--- src/rtl/multicycle_control32_pkg.sv ---
// Shared definitions for the multi-cycle MIPS controller: opcode/funct constants,
// FSM state encoding (visible on the debug port), PC source encodings and the
// decoded instruction-class record produced by multicycle_control32_decode.
package multicycle_control32_pkg;

  localparam logic [5:0] OpRType = 6'b000000;
  localparam logic [5:0] OpJ     = 6'b000010;
  localparam logic [5:0] OpJal   = 6'b000011;
  localparam logic [5:0] OpBeq   = 6'b000100;
  localparam logic [5:0] OpBne   = 6'b000101;
  localparam logic [5:0] OpLw    = 6'b100011;
  localparam logic [5:0] OpSw    = 6'b101011;
  localparam logic [2:0] OpIPrefix = 3'b001;

  localparam logic [5:0] FunctJr   = 6'b001000;
  localparam logic [5:0] FunctSll  = 6'b000000;
  localparam logic [5:0] FunctSrl  = 6'b000010;
  localparam logic [5:0] FunctSra  = 6'b000011;
  localparam logic [5:0] FunctSllv = 6'b000100;
  localparam logic [5:0] FunctSrlv = 6'b000110;
  localparam logic [5:0] FunctSrav = 6'b000111;

  // Encoding is architectural: it is exported on the debug state port.
  typedef enum logic [2:0] {
    StInit = 3'd0,
    StIf   = 3'd1,
    StId   = 3'd2,
    StEx   = 3'd3,
    StMem  = 3'd4,
    StWb   = 3'd5
  } state_e;

  typedef enum logic [1:0] {
    PcSrcSeq    = 2'd0,
    PcSrcBranch = 2'd1,
    PcSrcJump   = 2'd2,
    PcSrcReg    = 2'd3
  } pc_src_e;

  typedef struct packed {
    logic r_format;
    logic i_format;
    logic lw;
    logic sw;
    logic beq;
    logic bne;
    logic jmp;
    logic jal;
    logic jr;
    logic sftmd;
  } dec_t;

  function automatic int unsigned max_u(int unsigned a, int unsigned b);
    return (a > b) ? a : b;
  endfunction

endpackage

--- src/rtl/multicycle_control32_if.sv ---
// Controller <-> datapath bundle. master = controller (drives strobes, reads IR/ALU
// status and io_ready); slave = datapath side.
//   Opcode/Function_opcode : IR fields        Alu_resultHigh/Zero : ALU status
//   io_ready               : MMIO completion  remaining signals   : control strobes
interface multicycle_control32_if #(
  parameter int unsigned ADDR_HIGH_W = 22
);
  logic [5:0]             Opcode;
  logic [5:0]             Function_opcode;
  logic [ADDR_HIGH_W-1:0] Alu_resultHigh;
  logic                   Zero;
  logic                   io_ready;

  logic                   IRWrite;
  logic                   PCWrite;
  logic [1:0]             PCSrc;
  logic                   RegWrite;
  logic                   RegDST;
  logic                   MemorIOtoReg;
  logic                   Jal;
  logic                   MemRead;
  logic                   MemWrite;
  logic                   IORead;
  logic                   IOWrite;
  logic                   ALUSrc;
  logic                   Sftmd;
  logic [1:0]             ALUOp;
  logic [2:0]             state;
  logic                   io_timeout;

  modport master (
    input  Opcode, Function_opcode, Alu_resultHigh, Zero, io_ready,
    output IRWrite, PCWrite, PCSrc, RegWrite, RegDST, MemorIOtoReg, Jal,
    output MemRead, MemWrite, IORead, IOWrite, ALUSrc, Sftmd, ALUOp, state, io_timeout
  );

  modport slave (
    output Opcode, Function_opcode, Alu_resultHigh, Zero, io_ready,
    input  IRWrite, PCWrite, PCSrc, RegWrite, RegDST, MemorIOtoReg, Jal,
    input  MemRead, MemWrite, IORead, IOWrite, ALUSrc, Sftmd, ALUOp, state, io_timeout
  );
endinterface

--- src/rtl/multicycle_control32_decode.sv ---
// Purely combinational instruction-class decode, shared with the single-cycle core.
//   opcode : IR[31:26]   funct : IR[5:0]   dec : one flag per instruction class
module multicycle_control32_decode
  import multicycle_control32_pkg::*;
(
  input  logic [5:0] opcode,
  input  logic [5:0] funct,
  output dec_t       dec
);

  logic r_format;
  assign r_format = (opcode == OpRType);

  always_comb begin
    dec          = '0;
    dec.r_format = r_format;
    dec.i_format = (opcode[5:3] == OpIPrefix);
    dec.lw       = (opcode == OpLw);
    dec.sw       = (opcode == OpSw);
    dec.beq      = (opcode == OpBeq);
    dec.bne      = (opcode == OpBne);
    dec.jmp      = (opcode == OpJ);
    dec.jal      = (opcode == OpJal);
    dec.jr       = r_format && (funct == FunctJr);
    dec.sftmd    = r_format && ((funct == FunctSll)  || (funct == FunctSrl)  ||
                                (funct == FunctSra)  || (funct == FunctSllv) ||
                                (funct == FunctSrlv) || (funct == FunctSrav));
  end

endmodule

--- src/rtl/multicycle_control32.sv ---
// Multi-cycle MIPS control unit: IF -> ID -> EX -> (MEM) -> (WB) sequencing with
// per-state datapath strobes, MEM_LAT-cycle RAM accesses, io_ready-terminated MMIO
// accesses with a watchdog, and a sticky io_timeout flag.
//   clock : rising-edge clock      reset : asynchronous, active low
//   bus   : controller side of multicycle_control32_if (IR/ALU in, strobes out)
module multicycle_control32
  import multicycle_control32_pkg::*;
#(
  parameter int unsigned ADDR_HIGH_W             = 22,
  parameter logic [ADDR_HIGH_W-1:0] IO_BASE_HIGH = 22'h3FFFFF,
  parameter int unsigned MEM_LAT                 = 2,
  parameter bit          IO_HANDSHAKE            = 1'b1,
  parameter int unsigned IO_TIMEOUT              = 16
) (
  input logic                    clock,
  input logic                    reset,
  multicycle_control32_if.master bus
);

  localparam int unsigned CntW = $clog2(max_u(MEM_LAT, IO_TIMEOUT)) + 1;

  state_e          state_q;
  logic [CntW-1:0] cnt_q;
  logic            is_io_q;
  logic            io_timeout_q;

  dec_t dec;

  multicycle_control32_decode u_decode (
    .opcode (bus.Opcode),
    .funct  (bus.Function_opcode),
    .dec    (dec)
  );

  logic goes_mem, goes_wb, branch_taken;
  logic io_wait, ram_done, io_expired, mem_done;

  assign goes_mem     = dec.lw | dec.sw;
  assign goes_wb      = (dec.r_format & ~dec.jr) | dec.i_format | dec.jal;
  assign branch_taken = (dec.beq & bus.Zero) | (dec.bne & ~bus.Zero);

  // With the handshake disabled an IO access is timed exactly like RAM.
  assign io_wait    = is_io_q & IO_HANDSHAKE;
  assign ram_done   = (cnt_q == CntW'(MEM_LAT - 1));
  assign io_expired = (cnt_q == CntW'(IO_TIMEOUT - 1));
  assign mem_done   = io_wait ? (bus.io_ready | io_expired) : ram_done;

  always_ff @(posedge clock or negedge reset) begin
    if (!reset) begin
      state_q      <= StInit;
      cnt_q        <= '0;
      is_io_q      <= 1'b0;
      io_timeout_q <= 1'b0;
    end else begin
      unique case (state_q)
        StInit: state_q <= StIf;
        StIf:   state_q <= StId;
        StId:   state_q <= StEx;
        StEx: begin
          if (goes_mem) begin
            // Address decision is frozen here; later ALU changes are ignored.
            is_io_q <= (bus.Alu_resultHigh == IO_BASE_HIGH);
            cnt_q   <= '0;
            state_q <= StMem;
          end else if (goes_wb) begin
            state_q <= StWb;
          end else begin
            state_q <= StIf;
          end
        end
        StMem: begin
          cnt_q <= cnt_q + 1'b1;
          if (mem_done) begin
            // Completion without io_ready on an IO access can only be the watchdog.
            if (io_wait && !bus.io_ready) io_timeout_q <= 1'b1;
            state_q <= dec.lw ? StWb : StIf;
          end
        end
        StWb:    state_q <= StIf;
        default: state_q <= StInit;
      endcase
    end
  end

  logic    ir_write, pc_write, reg_write, reg_dst, mem_to_reg, jal;
  logic    mem_read, mem_write, io_read, io_write, alu_src, sftmd;
  logic [1:0] alu_op;
  pc_src_e pc_src;

  always_comb begin
    ir_write   = 1'b0;
    pc_write   = 1'b0;
    pc_src     = PcSrcSeq;
    reg_write  = 1'b0;
    reg_dst    = 1'b0;
    mem_to_reg = 1'b0;
    jal        = 1'b0;
    mem_read   = 1'b0;
    mem_write  = 1'b0;
    io_read    = 1'b0;
    io_write   = 1'b0;
    alu_src    = 1'b0;
    sftmd      = 1'b0;
    alu_op     = 2'b00;
    unique case (state_q)
      StIf: ir_write = 1'b1;
      StEx: begin
        alu_src = dec.i_format | dec.lw | dec.sw;
        alu_op  = {dec.r_format | dec.i_format, dec.beq | dec.bne};
        sftmd   = dec.sftmd;
        if (dec.beq || dec.bne) begin
          pc_write = 1'b1;
          pc_src   = branch_taken ? PcSrcBranch : PcSrcSeq;
        end else if (dec.jmp) begin
          pc_write = 1'b1;
          pc_src   = PcSrcJump;
        end else if (dec.jr) begin
          pc_write = 1'b1;
          pc_src   = PcSrcReg;
        end else if (!goes_mem && !goes_wb) begin
          // Undefined opcode retires as a NOP.
          pc_write = 1'b1;
        end
      end
      StMem: begin
        mem_read  = dec.lw & ~is_io_q;
        mem_write = dec.sw & ~is_io_q;
        io_read   = dec.lw & is_io_q;
        io_write  = dec.sw & is_io_q;
        pc_write  = mem_done & dec.sw;
      end
      StWb: begin
        reg_write  = 1'b1;
        reg_dst    = dec.r_format;
        mem_to_reg = dec.lw;
        jal        = dec.jal;
        pc_write   = 1'b1;
        pc_src     = dec.jal ? PcSrcJump : PcSrcSeq;
      end
      default: ;
    endcase
  end

  assign bus.IRWrite      = ir_write;
  assign bus.PCWrite      = pc_write;
  assign bus.PCSrc        = pc_src;
  assign bus.RegWrite     = reg_write;
  assign bus.RegDST       = reg_dst;
  assign bus.MemorIOtoReg = mem_to_reg;
  assign bus.Jal          = jal;
  assign bus.MemRead      = mem_read;
  assign bus.MemWrite     = mem_write;
  assign bus.IORead       = io_read;
  assign bus.IOWrite      = io_write;
  assign bus.ALUSrc       = alu_src;
  assign bus.Sftmd        = sftmd;
  assign bus.ALUOp        = alu_op;
  assign bus.state        = state_q;
  assign bus.io_timeout   = io_timeout_q;

endmodule

--- src/flat_wrapper.sv ---
// flat-port wrapper written by rule: the top's interface ports become plain ports
module multicycle_control32_flat import multicycle_control32_pkg::*;
#(
  parameter int unsigned ADDR_HIGH_W             = 22,
  parameter logic [ADDR_HIGH_W-1:0] IO_BASE_HIGH = 22'h3FFFFF,
  parameter int unsigned MEM_LAT                 = 2,
  parameter bit          IO_HANDSHAKE            = 1'b1,
  parameter int unsigned IO_TIMEOUT              = 16
)
  (clock, reset, bus_Opcode, bus_Function_opcode, bus_Alu_resultHigh, bus_Zero, bus_io_ready, bus_IRWrite, bus_PCWrite, bus_PCSrc, bus_RegWrite, bus_RegDST, bus_MemorIOtoReg, bus_Jal, bus_MemRead, bus_MemWrite, bus_IORead, bus_IOWrite, bus_ALUSrc, bus_Sftmd, bus_ALUOp, bus_state, bus_io_timeout);
  multicycle_control32_if #(.ADDR_HIGH_W(ADDR_HIGH_W)) bus_i ();
  input logic clock;
  input logic reset;
  input wire logic [$bits(bus_i.Opcode)-1:0] bus_Opcode;
  input wire logic [$bits(bus_i.Function_opcode)-1:0] bus_Function_opcode;
  input wire logic [$bits(bus_i.Alu_resultHigh)-1:0] bus_Alu_resultHigh;
  input wire logic [$bits(bus_i.Zero)-1:0] bus_Zero;
  input wire logic [$bits(bus_i.io_ready)-1:0] bus_io_ready;
  output wire logic [$bits(bus_i.IRWrite)-1:0] bus_IRWrite;
  output wire logic [$bits(bus_i.PCWrite)-1:0] bus_PCWrite;
  output wire logic [$bits(bus_i.PCSrc)-1:0] bus_PCSrc;
  output wire logic [$bits(bus_i.RegWrite)-1:0] bus_RegWrite;
  output wire logic [$bits(bus_i.RegDST)-1:0] bus_RegDST;
  output wire logic [$bits(bus_i.MemorIOtoReg)-1:0] bus_MemorIOtoReg;
  output wire logic [$bits(bus_i.Jal)-1:0] bus_Jal;
  output wire logic [$bits(bus_i.MemRead)-1:0] bus_MemRead;
  output wire logic [$bits(bus_i.MemWrite)-1:0] bus_MemWrite;
  output wire logic [$bits(bus_i.IORead)-1:0] bus_IORead;
  output wire logic [$bits(bus_i.IOWrite)-1:0] bus_IOWrite;
  output wire logic [$bits(bus_i.ALUSrc)-1:0] bus_ALUSrc;
  output wire logic [$bits(bus_i.Sftmd)-1:0] bus_Sftmd;
  output wire logic [$bits(bus_i.ALUOp)-1:0] bus_ALUOp;
  output wire logic [$bits(bus_i.state)-1:0] bus_state;
  output wire logic [$bits(bus_i.io_timeout)-1:0] bus_io_timeout;
  assign bus_i.Opcode = bus_Opcode;
  assign bus_i.Function_opcode = bus_Function_opcode;
  assign bus_i.Alu_resultHigh = bus_Alu_resultHigh;
  assign bus_i.Zero = bus_Zero;
  assign bus_i.io_ready = bus_io_ready;
  assign bus_IRWrite = bus_i.IRWrite;
  assign bus_PCWrite = bus_i.PCWrite;
  assign bus_PCSrc = bus_i.PCSrc;
  assign bus_RegWrite = bus_i.RegWrite;
  assign bus_RegDST = bus_i.RegDST;
  assign bus_MemorIOtoReg = bus_i.MemorIOtoReg;
  assign bus_Jal = bus_i.Jal;
  assign bus_MemRead = bus_i.MemRead;
  assign bus_MemWrite = bus_i.MemWrite;
  assign bus_IORead = bus_i.IORead;
  assign bus_IOWrite = bus_i.IOWrite;
  assign bus_ALUSrc = bus_i.ALUSrc;
  assign bus_Sftmd = bus_i.Sftmd;
  assign bus_ALUOp = bus_i.ALUOp;
  assign bus_state = bus_i.state;
  assign bus_io_timeout = bus_i.io_timeout;
  multicycle_control32 #(.ADDR_HIGH_W(ADDR_HIGH_W), .IO_BASE_HIGH(IO_BASE_HIGH), .MEM_LAT(MEM_LAT), .IO_HANDSHAKE(IO_HANDSHAKE), .IO_TIMEOUT(IO_TIMEOUT)) u_core (.clock(clock), .reset(reset), .bus(bus_i));
endmodule
--- config.mk ---
export PLATFORM = sky130hd
export DESIGN_NAME = multicycle_control32_flat
export DESIGN_NICKNAME = d
export VERILOG_FILES = /design/src/rtl/multicycle_control32_pkg.sv /design/src/rtl/multicycle_control32_if.sv /design/src/rtl/multicycle_control32_decode.sv /design/src/rtl/multicycle_control32.sv /design/src/flat_wrapper.sv
export SDC_FILE = /design/constraint.sdc
export NUM_CORES = 1
export LEC_CHECK = 0
export CAP_MARGIN = 20
export CORE_ASPECT_RATIO = 0.7
export CORE_MARGIN = 10
export CORE_UTILIZATION = 31
export DETAILED_ROUTE_END_ITERATION = 12
export GPL_TIMING_DRIVEN = 0
export PLACE_DENSITY = 0.72
export SYNTH_ARGS = -nofsm -noshare
export SYNTH_HDL_FRONTEND = slang
export SYNTH_SLANG_ARGS = --single-unit
--- constraint.sdc ---
create_clock -name clock -period 3.4 [get_ports clock]
set_clock_uncertainty 0.2 [all_clocks]
set_input_delay 1.02 -clock clock [delete_from_list [all_inputs] [get_ports clock]]
set_output_delay 1.02 -clock clock [all_outputs]
set_load 0.005 [all_outputs]
**After elaboration in Yosys (flattened, before gate mapping)**

Cells that the tools add are included.

- Bits in registers: 10

- Add/subtract/negate cells: 1
- Equality and inequality tests: 23
- Muxes and demuxes: 31
- Bitwise operators: 20
- Reductions and logical operators: 21

Operators with widths:

| operator | count |
|---|---|
| $eq A6 B3 Y1 const B | 5 |
| $eq A6 B2 Y1 const B | 4 |
| $eq A22 B22 Y1 const B | 1 |
| $mux W1 | 17 |
| $pmux W3 S5 | 1 |
| $eq A6 B6 Y1 const B | 2 |
| $logic_not A6 Y1 | 2 |
| $mux W3 | 4 |
| $mux W2 | 5 |
| $pmux W5 S2 | 1 |
| $or A1 B1 Y1 | 9 |
| $and A1 B1 Y1 | 8 |
| $eq A3 B1 Y1 const B | 2 |
| $eq A3 B2 Y1 const B | 2 |
| $eq A3 B3 Y1 const B | 2 |
| $eq A6 B4 Y1 const B | 1 |
| $logic_or A1 B1 Y1 | 6 |
| $add A5 B1 Y5 const B | 1 |
| $eq A5 B1 Y1 const B | 1 |
| $eq A5 B4 Y1 const B | 1 |
| $mux W5 | 1 |
| $logic_and A1 B1 Y1 | 4 |
| $ne A2 B1 Y1 const B | 2 |
| $pmux W2 S2 | 1 |
| 8 further kinds | 13 |

**Longest topological paths before layout**

Gate-level depths: netlist (run 1).

- Word-level depth: 13
- Depth in mapped cells: 7
- Gate-level depth less buffers: 7

**Hierarchy**

Synthesis (run 1) repeated with hierarchy kept, for this count alone.

- Cells, all modules: 112
- Area total of the unflattened synthesis: 934.6 um^2

Modules (own cells, without submodules):

| module | instances | cells each | area each (um^2) | seq. area each (um^2) |
|---|---|---|---|---|
| multicycle_control32 | 1 | 93 | 787.0 | 250.2 |
| multicycle_control32_decode | 1 | 19 | 147.6 | 0.0 |

**Worst setup path after synthesis (run 1)**

Ideal clock, no wire load.

- Path type: input to output
- From: input bus_Opcode[3]
- To: output bus_PCWrite
- Data arrival time: 2,460 ps
- Data required time: 2,180 ps
- Slack: -280 ps
- Stages: 4
- Buffers on the path: 0
- Path through: or4_4 -> or3_4 -> o22a_1 -> a221o_1

- Cells in the longest elaborated chain, start to end: 13
- Elaborated cells between the ends (all ways): 24
- Those cells by class: 7 x eq/ne; 5 x mux; 6 x bitwise; 6 x reduce/logical

RTL lines:

| what | line | RTL |
|---|---|---|
| start, declared | flat_wrapper.sv:14 | `input wire logic [$bits(bus_i.Opcode)-1:0] bus_Opcode;` |
| $logic_not A6 Y1 | multicycle_control32_decode.sv:12 | `assign r_format = (opcode == OpRType);` |
| $logic_and A1 B1 Y1 | multicycle_control32_decode.sv:24 | `dec.jr = r_format && (funct == FunctJr);` |
| $not A1 Y1 | multicycle_control32.sv:39 | `assign goes_wb = (dec.r_format & ~dec.jr) \| dec.i_format \| dec.jal;` |
| $and A1 B1 Y1 | multicycle_control32.sv:39 |  |
| $or A1 B1 Y1 (2 in a row) | multicycle_control32.sv:39 |  |
| $logic_not A1 Y1 | multicycle_control32.sv:120 | `end else if (!goes_mem && !goes_wb) begin` |
| $logic_and A1 B1 Y1 | multicycle_control32.sv:120 |  |
| $mux W1 | multicycle_control32.sv:120 |  |
| $mux W1 | multicycle_control32.sv:117 | `end else if (dec.jr) begin` |
| $mux W1 | multicycle_control32.sv:114 | `end else if (dec.jmp) begin` |
| $mux W1 | multicycle_control32.sv:111 | `if (dec.beq \|\| dec.bne) begin` |
| $pmux W1 S3 (*) | multicycle_control32.sv:105 | `unique case (state_q)` |
| end, declared | flat_wrapper.sv:20 | `output wire logic [$bits(bus_i.PCWrite)-1:0] bus_PCWrite;` |

Every way passes the cells marked *; elsewhere a longest branch is shown, timed or not.

**Worst setup path after layout (run 1)**

- From: input bus_Opcode[4]
- To: output bus_PCWrite

The elaborated chain is that of the path after synthesis.

==> results_dict.tcl, run 1 <==
set metrics [dict create \
    status "complete, but fails checks" \
    violations "negative setup slack" \
    layout.nets 218 \
    die_area_mm2 0.00522 \
    drt_wl_total_um 3430 \
    synth_top_cell_by_area "dfrtp_1" \
    synth_area_leaders "dfrtp_1 (30%), o21ai_0 (6.0%), nor2_1 (5.4%)" \
    grt_use_total_pct 12.9 \
    setup_violations 10 \
    sw_frac_of_total_pct 37.1 \
    required_ns 2.18 \
    finalHoldViolCount 0 \
    ir_worst_vdd_mv 0.191 \
    drc 0 \
    pwr_density_cell_mw_per_mm2 410 \
    initial_core_util_pct 33.4 \
    syn_to_final_growth_pct 86.3 \
    routedWlPerCell_um 16.4 \
    cts_buffer_depth 2 \
    synthArstFlopShare_pct 100 \
    core_area_mm2 0.00251 \
    vias 1075 \
    antenna_found_initial 0 \
    ff2ff_path_depth 7 \
    overflow 0 \
    synth.distinct_cells 41 \
    seqPwrFrac_pct 31.2 \
    synth-seq-cells 10 \
    num_rows 15 \
    dieHeight_um 63.5 \
    grt_busiest_layer "met2" \
    placed_area_mm2 0.00144 \
    drt_first_pass_iters 4 \
    grt_max_degree 11 \
    maxSlewViolCount 0 \
    cp.arrival_ns 2.65 \
    grt_pass1_wl_um 5220 \
    worstReg2RegStart "u_core.cnt_q[0]$_DFFE_PN0P_" \
    endpoint "bus_PCWrite" \
    min_path_type "reg2reg" \
    p_int_mw 0.403 \
    globalRouteMet2Util_pct 24.5 \
    numCtsBuffers 3 \
    drive_gt1_share_pct 21.7 \
    netlist_instances 108 \
    syn-cell-area_um2 840 \
    r2r_slack_ns 1.41 \
    synth_top_area_share_pct 29.8 \
    routabilityCongestion 0.742 \
    clkPwrFrac_pct 19.3 \
    path_class "in2out" \
    clk_latency_ns 0.24 \
    cp-startpoint "bus_Opcode[4]" \
    fin_util_pct 62.2 \
    leakagePower_nw 0.732 \
    period_share_pct 114 \
    fin_crit_ns 3.87 \
    clk_pin_slew_worst_paths_ns 0.05 \
    ys.flop_type "dfrtp_1" \
    avgSynthCellArea_um2 7.77 \
    drt_iter0_markers 96 \
    cp-start-kind "input port" \
    via_per_inst 5.14 \
    tightest_slew_ns 0.474 \
    crit_fanout 2 \
    port_buffers 56 \
    max_freq_ghz 0.259 \
    rsz0062_at_grt "true" \
    maxCapViolCount 0 \
    cts_hold_buffers 0 \
    grt_util_met3_pct 5.38 \
    cts-root-buf "clkbuf_8" \
    combinationalPowerShare_pct 49.6 \
    layout_setup_ws_ns -0.468 \
    synth_enable_flop_cells 0 \
    critPathCaptureType "output pin" \
    htreeDepth 1 \
    place_hpwl_um 2740 \
    rr_endpoint "u_core.bus.state[2]$_DFFE_PN0P_" \
    final_antenna_net_count 0 \
    gr-usage-met1_pct 12.2 \
    synth_warnings 0 \
    slew_headroom_pct 68.3 \
    p_switching_mw 0.237 \
    finalInstanceArea_mm2 0.00156 \
    syn-num-nets 149 \
    ios 58 \
    numClockSinks 10 \
    cts_tree "yes" \
    first_global_vias 1101 \
    die_w_um 82.2 \
    diodes 0 \
    ys_seq_area_share_pct 29.8 \
]
-- sequential cells by signal, indices dropped and copies added, names as in the netlist --
signal                 flops
u_core.bus.io_timeout      1
u_core.io_wait             1
u_core.bus.state           3
u_core.cnt_q               5
-- cells in the mapped netlist, drive strengths merged, types with 2 or more instances --
cell / n
nor3: 3
nand2b: 2
clkbuf: 6
inv: 6
xor2: 2
dfrtp: 10
a21oi: 3
o31ai: 2
and2: 2
nand2: 7
nand3: 3
nand3b: 2
nor4: 3
o21ai: 10
nor2: 12
ha: 3
or3: 2
nand4: 5
nor2b: 3
and3: 3
-- layout make-up --
class / instances / area, um^2
fill: 230 / 951
sequential: 10 / 250
multi-input combinational: 86 / 586
clock buffer: 3 / 41.3
inverter: 6 / 22.5
buffer: 6 / 23.8
timing repair buffer: 64 / 598
tap: 34 / 42.5
-- logic make-up (layout without fill, tap and decap cells) --
kind of cell,after synthesis,count (layout),share of synthesized area [%]
and+or+nand+nor,56,56,38.7
AOI/OAI and AO/OA,24,24,18.5
buffers and inverters,12,79,5.36
xor gates and xnor gates,3,3,3.13
DFF,10,10,29.8
adders and majority gates,3,3,4.47
-- power by group through the flow --
stage	clock network, mW	logic [mW]	registers, mW
final	0.123	0.318	0.200
after detailed placement	0	0.316	0.201
after CTS	0.126	0.313	0.200
after global routing	0.133	0.360	0.207
after global placement	0	0.310	0.199
after floorplan	0	0.166	0.195
-- worst max-delay path, stage by stage --
cell,delay [ns]
buf_6,0.09
or4_4,0.53
or3_4,0.35
o22a_1,0.22
a221o_1,0.31
buf_2,0.14
-- metal layers --
| metal | part of all wire [%] | vias up | routed length [um] |
|---|---|---|---|
| li1 | - | 528 | - |
| met1 | 35 | 502 | 1200 |
| met2 | 57 | 36 | 1940 |
| met3 | 6.8 | 9 | 232 |
| met4 | 1.7 | 0 | 57 |
| met5 | 0 | - | 0 |
-- cells in the final DEF, fill, tap and decap left out, drive strengths merged, types with 3 or more instances in the layout --
cell type / n
a21oi: 3
and3: 3
buf: 21
clkbuf: 8
clkdlybuf4s50: 35
dfrtp: 10
dlymetal6s2s: 7
ha: 3
inv: 6
nand2: 7
nand3: 3
nand4: 5
nor2: 12
nor2b: 3
nor3: 3
nor4: 3
o21ai: 10
-- through the flow --
stage | hold WS [ns] | setup WS, ns | instances | TNS (ns) | power [mW]
floorplan | 0.260 | -0.249 | 108 | -0.254 | 0.362
global placement | 0.263 | -1.30 | 198 | -11.40 | 0.508
detailed placement | 0.263 | -1.30 | 198 | -11.46 | 0.517
finish | 0.270 | -0.468 | 209 | -3.12 | 0.641
global route | 0.308 | -0.505 | 209 | -3.78 | 0.700
CTS | 0.279 | -0.548 | 207 | -3.47 | 0.639
-- repair_timing --
| action | in CTS | in global routing |
|---|---|---|
| pin swaps | 8 | 10 |
| resized for setup | 60 | 15 |
| setup endpoints to repair | 14 | 13 |
| setup buffers | 6 | 2 |
-- worst min-delay path by stage --
stage                                                 start  cells past startpoint                                 to
final                     u_core.bus.io_timeout$_DFFE_PN0P_                      1  u_core.bus.io_timeout$_DFFE_PN0P_
after global routing      u_core.bus.io_timeout$_DFFE_PN0P_                      1  u_core.bus.io_timeout$_DFFE_PN0P_
after CTS                 u_core.bus.io_timeout$_DFFE_PN0P_                      1  u_core.bus.io_timeout$_DFFE_PN0P_
after detailed placement  u_core.bus.io_timeout$_DFFE_PN0P_                      1  u_core.bus.io_timeout$_DFFE_PN0P_
after global placement    u_core.bus.io_timeout$_DFFE_PN0P_                      1  u_core.bus.io_timeout$_DFFE_PN0P_
after floorplan           u_core.bus.io_timeout$_DFFE_PN0P_                      1  u_core.bus.io_timeout$_DFFE_PN0P_
Note: power is estimated with default switching activity, not from simulation.
==> run 2, diff against run 1 <==
--- a/config.mk
+++ b/config.mk
@@ -8,10 +8,10 @@
 export CAP_MARGIN = 20
 export CORE_ASPECT_RATIO = 0.7
 export CORE_MARGIN = 10
-export CORE_UTILIZATION = 31
+export CORE_UTILIZATION = 28
 export DETAILED_ROUTE_END_ITERATION = 12
 export GPL_TIMING_DRIVEN = 0
-export PLACE_DENSITY = 0.72
+export PLACE_DENSITY = 0.66
 export SYNTH_ARGS = -nofsm -noshare
 export SYNTH_HDL_FRONTEND = slang
 export SYNTH_SLANG_ARGS = --single-unit
==> run 2 against run 1 <==
The run still ends with negative setup slack left. Non-clock buffer count increased by 2. Sequential share of layout area hardly changed. Critical path depth is the same. First-iteration DRC count fell by 15%. Critical path type unchanged.
==> results_dict.tcl, run 2 (synthesized netlist as in run 1, its figures left out) <==
set metrics [dict create \
    routabilityCongestion 0.738 \
    pwr_density_cell_mw_per_mm2 427 \
    vias 1090 \
    slowest_stage "or4_4" \
    diodes 0 \
    max_freq_ghz 0.257 \
    routedWlPerCell_um 14.8 \
    drc 0 \
    period_share_pct 114 \
    cp.arrival_ns 2.67 \
    final_antenna_net_count 0 \
    grt_use_total_pct 11.1 \
    worstReg2RegStart "u_core.cnt_q[0]$_DFFE_PN0P_" \
    top_register "u_core.cnt_q" \
    first_global_vias 1100 \
    drt_iter0_markers 82 \
    required_ns 2.18 \
    violations "negative setup slack" \
    maxSlewViolCount 0 \
    num_rows 16 \
    layout_setup_ws_ns -0.489 \
    place_hpwl_um 2570 \
    cp.depth 6 \
    numClockSinks 10 \
    crit_fanout 2 \
    drt_wl_total_um 3160 \
    p_switching_mw 0.242 \
    worst_hold_startpoint "u_core.bus.io_timeout$_DFFE_PN0P_" \
    leakagePower_nw 0.684 \
    antenna_found_initial 0 \
    critPathCaptureType "output pin" \
    setup_violations 10 \
    largest_reg_flops 5 \
    ff2ff_path_depth 7 \
    place_ws_ns -1.29 \
    ios 58 \
    fin_total_pwr_mw 0.669 \
    grt_max_degree 11 \
    cp_cell_sequence "buf_6 > or4_4 > or3_4 > o22a_1 > a221o_1 > buf_2" \
    ir_worst_vdd_mv 0.181 \
    clk_pin_slew_worst_paths_ns 0.05 \
    layout.nets 220 \
    layout.cells.most_common_list "clkdlybuf4s50_1 (34), nor2_1 (10), buf_2 (10), dfrtp_1 (10), o21ai_0 (9)" \
    crit_buf_inv 2 \
    clkPwrFrac_pct 23.1 \
    grt_busiest_layer "met2" \
    cts-root-buf "clkbuf_8" \
    die_area_mm2 0.00562 \
    tightest_slew_ns 0.500 \
    combinationalPowerShare_pct 46.8 \
    numCtsBuffers 3 \
    min_path_type "reg2reg" \
    whs_endpoint "u_core.bus.io_timeout$_DFFE_PN0P_" \
    final_common_cell "clkdlybuf4s50_1" \
    gr-usage-met1_pct 12.9 \
    cp_slowest_stage_delay_ns 0.53 \
    port_buffers 56 \
    rr_endpoint "u_core.bus.state[2]$_DFFE_PN0P_" \
    initial_core_util_pct 29.5 \
    maxCapViolCount 0 \
    globalRouteMet2Util_pct 18.0 \
    grt_util_met3_pct 5.54 \
    clk_latency_ns 0.24 \
    syn_to_final_growth_pct 86.7 \
    drive_gt1_share_pct 24.2 \
    fin_crit_ns 3.89 \
    finalHoldViolCount 0 \
    via_per_inst 5.09 \
    r2r_slack_ns 1.36 \
    nFillCells 267 \
    slew_headroom_pct 66.5 \
    htreeDepth 1 \
    p_int_mw 0.427 \
    die_w_um 85.5 \
    sw_frac_of_total_pct 36.2 \
    core_area_mm2 0.00284 \
    min_path_cells 1 \
    drt_first_pass_iters 4 \
    dieHeight_um 65.8 \
    status "complete, but fails checks" \
    cts_buffer_depth 2 \
    rsz0062_at_grt "true" \
    cts_tree "yes" \
    finalSetupTns_ns -2.61 \
    path_class "in2out" \
    crit_family "simple AND/OR/NAND/NOR gates" \
    cp-start-kind "input port" \
    overflow 0 \
    grt_pass1_wl_um 5200 \
    whs_ns 0.262 \
    seqPwrFrac_pct 30.1 \
]
==> run 2: worst max path at each step <==
stage	from	to
after floorplan	bus_Opcode[3]	bus_PCWrite
after global placement	bus_Opcode[3]	bus_PCWrite
after detailed placement	bus_Opcode[3]	bus_PCWrite
after CTS	bus_Opcode[4]	bus_PCWrite
after global routing	bus_Opcode[4]	bus_PCWrite
final	bus_Opcode[4]	bus_PCWrite
==> run 2: cell type report <==
type                       instances  area, um^2  area share (%)
timing repair buffer              66         596            38.0
multi-input combinational         86         576            36.7
sequential                        10         250            16.0
clock buffer                       4        55.1            3.51
tap                               36        45.0            2.87
buffer                             6        23.8            1.52
inverter                           6        22.5            1.44
==> run 2: power by group through the flow <==
| stage | Sequential, mW | Combinational (mW) | Clock (mW) |
|---|---|---|---|
| detailed placement | 0.203 | 0.314 | 0 |
| CTS | 0.201 | 0.311 | 0.159 |
| global placement | 0.200 | 0.308 | 0 |
| global route | 0.209 | 0.356 | 0.167 |
| finish | 0.201 | 0.313 | 0.155 |
| floorplan | 0.195 | 0.166 | 0 |
==> run 2: timing repair <==
action                     in CTS  in global routing
setup buffers                   7                  3
setup endpoints to repair      14                 11
hold buffers                    0                  0
pin swaps                      11                  5
hold endpoints to repair        0                  0
gates resized for setup        71                  6
==> run 2: worst register-to-register path, stage by stage, from the launching register on <==
cell and delay [ns]:
dfrtp_1 0.42, ha_1 0.24, and3_1 0.19, ha_1 0.21, nand2b_1 0.14, o22ai_1 0.29
o21ai_0 0.16, o21ai_0 0.10
==> run 2: per-stage QoR <==
stage,util (%),instance area (um^2),instances
6_report,55.1,1570,214
5_1_grt,55.1,1570,214
4_1_cts,54.0,1540,211
3_5_place_dp,50.8,1450,200
3_3_place_gp,50.8,1450,200
2_1_floorplan,-,840,108
==> run 2: routing by layer <==
metal  vias up  routed length (um)
met5         -                   0
met4         0                  27
met3         4                 307
met2        50                1510
met1       501                1320
li1        535                   -
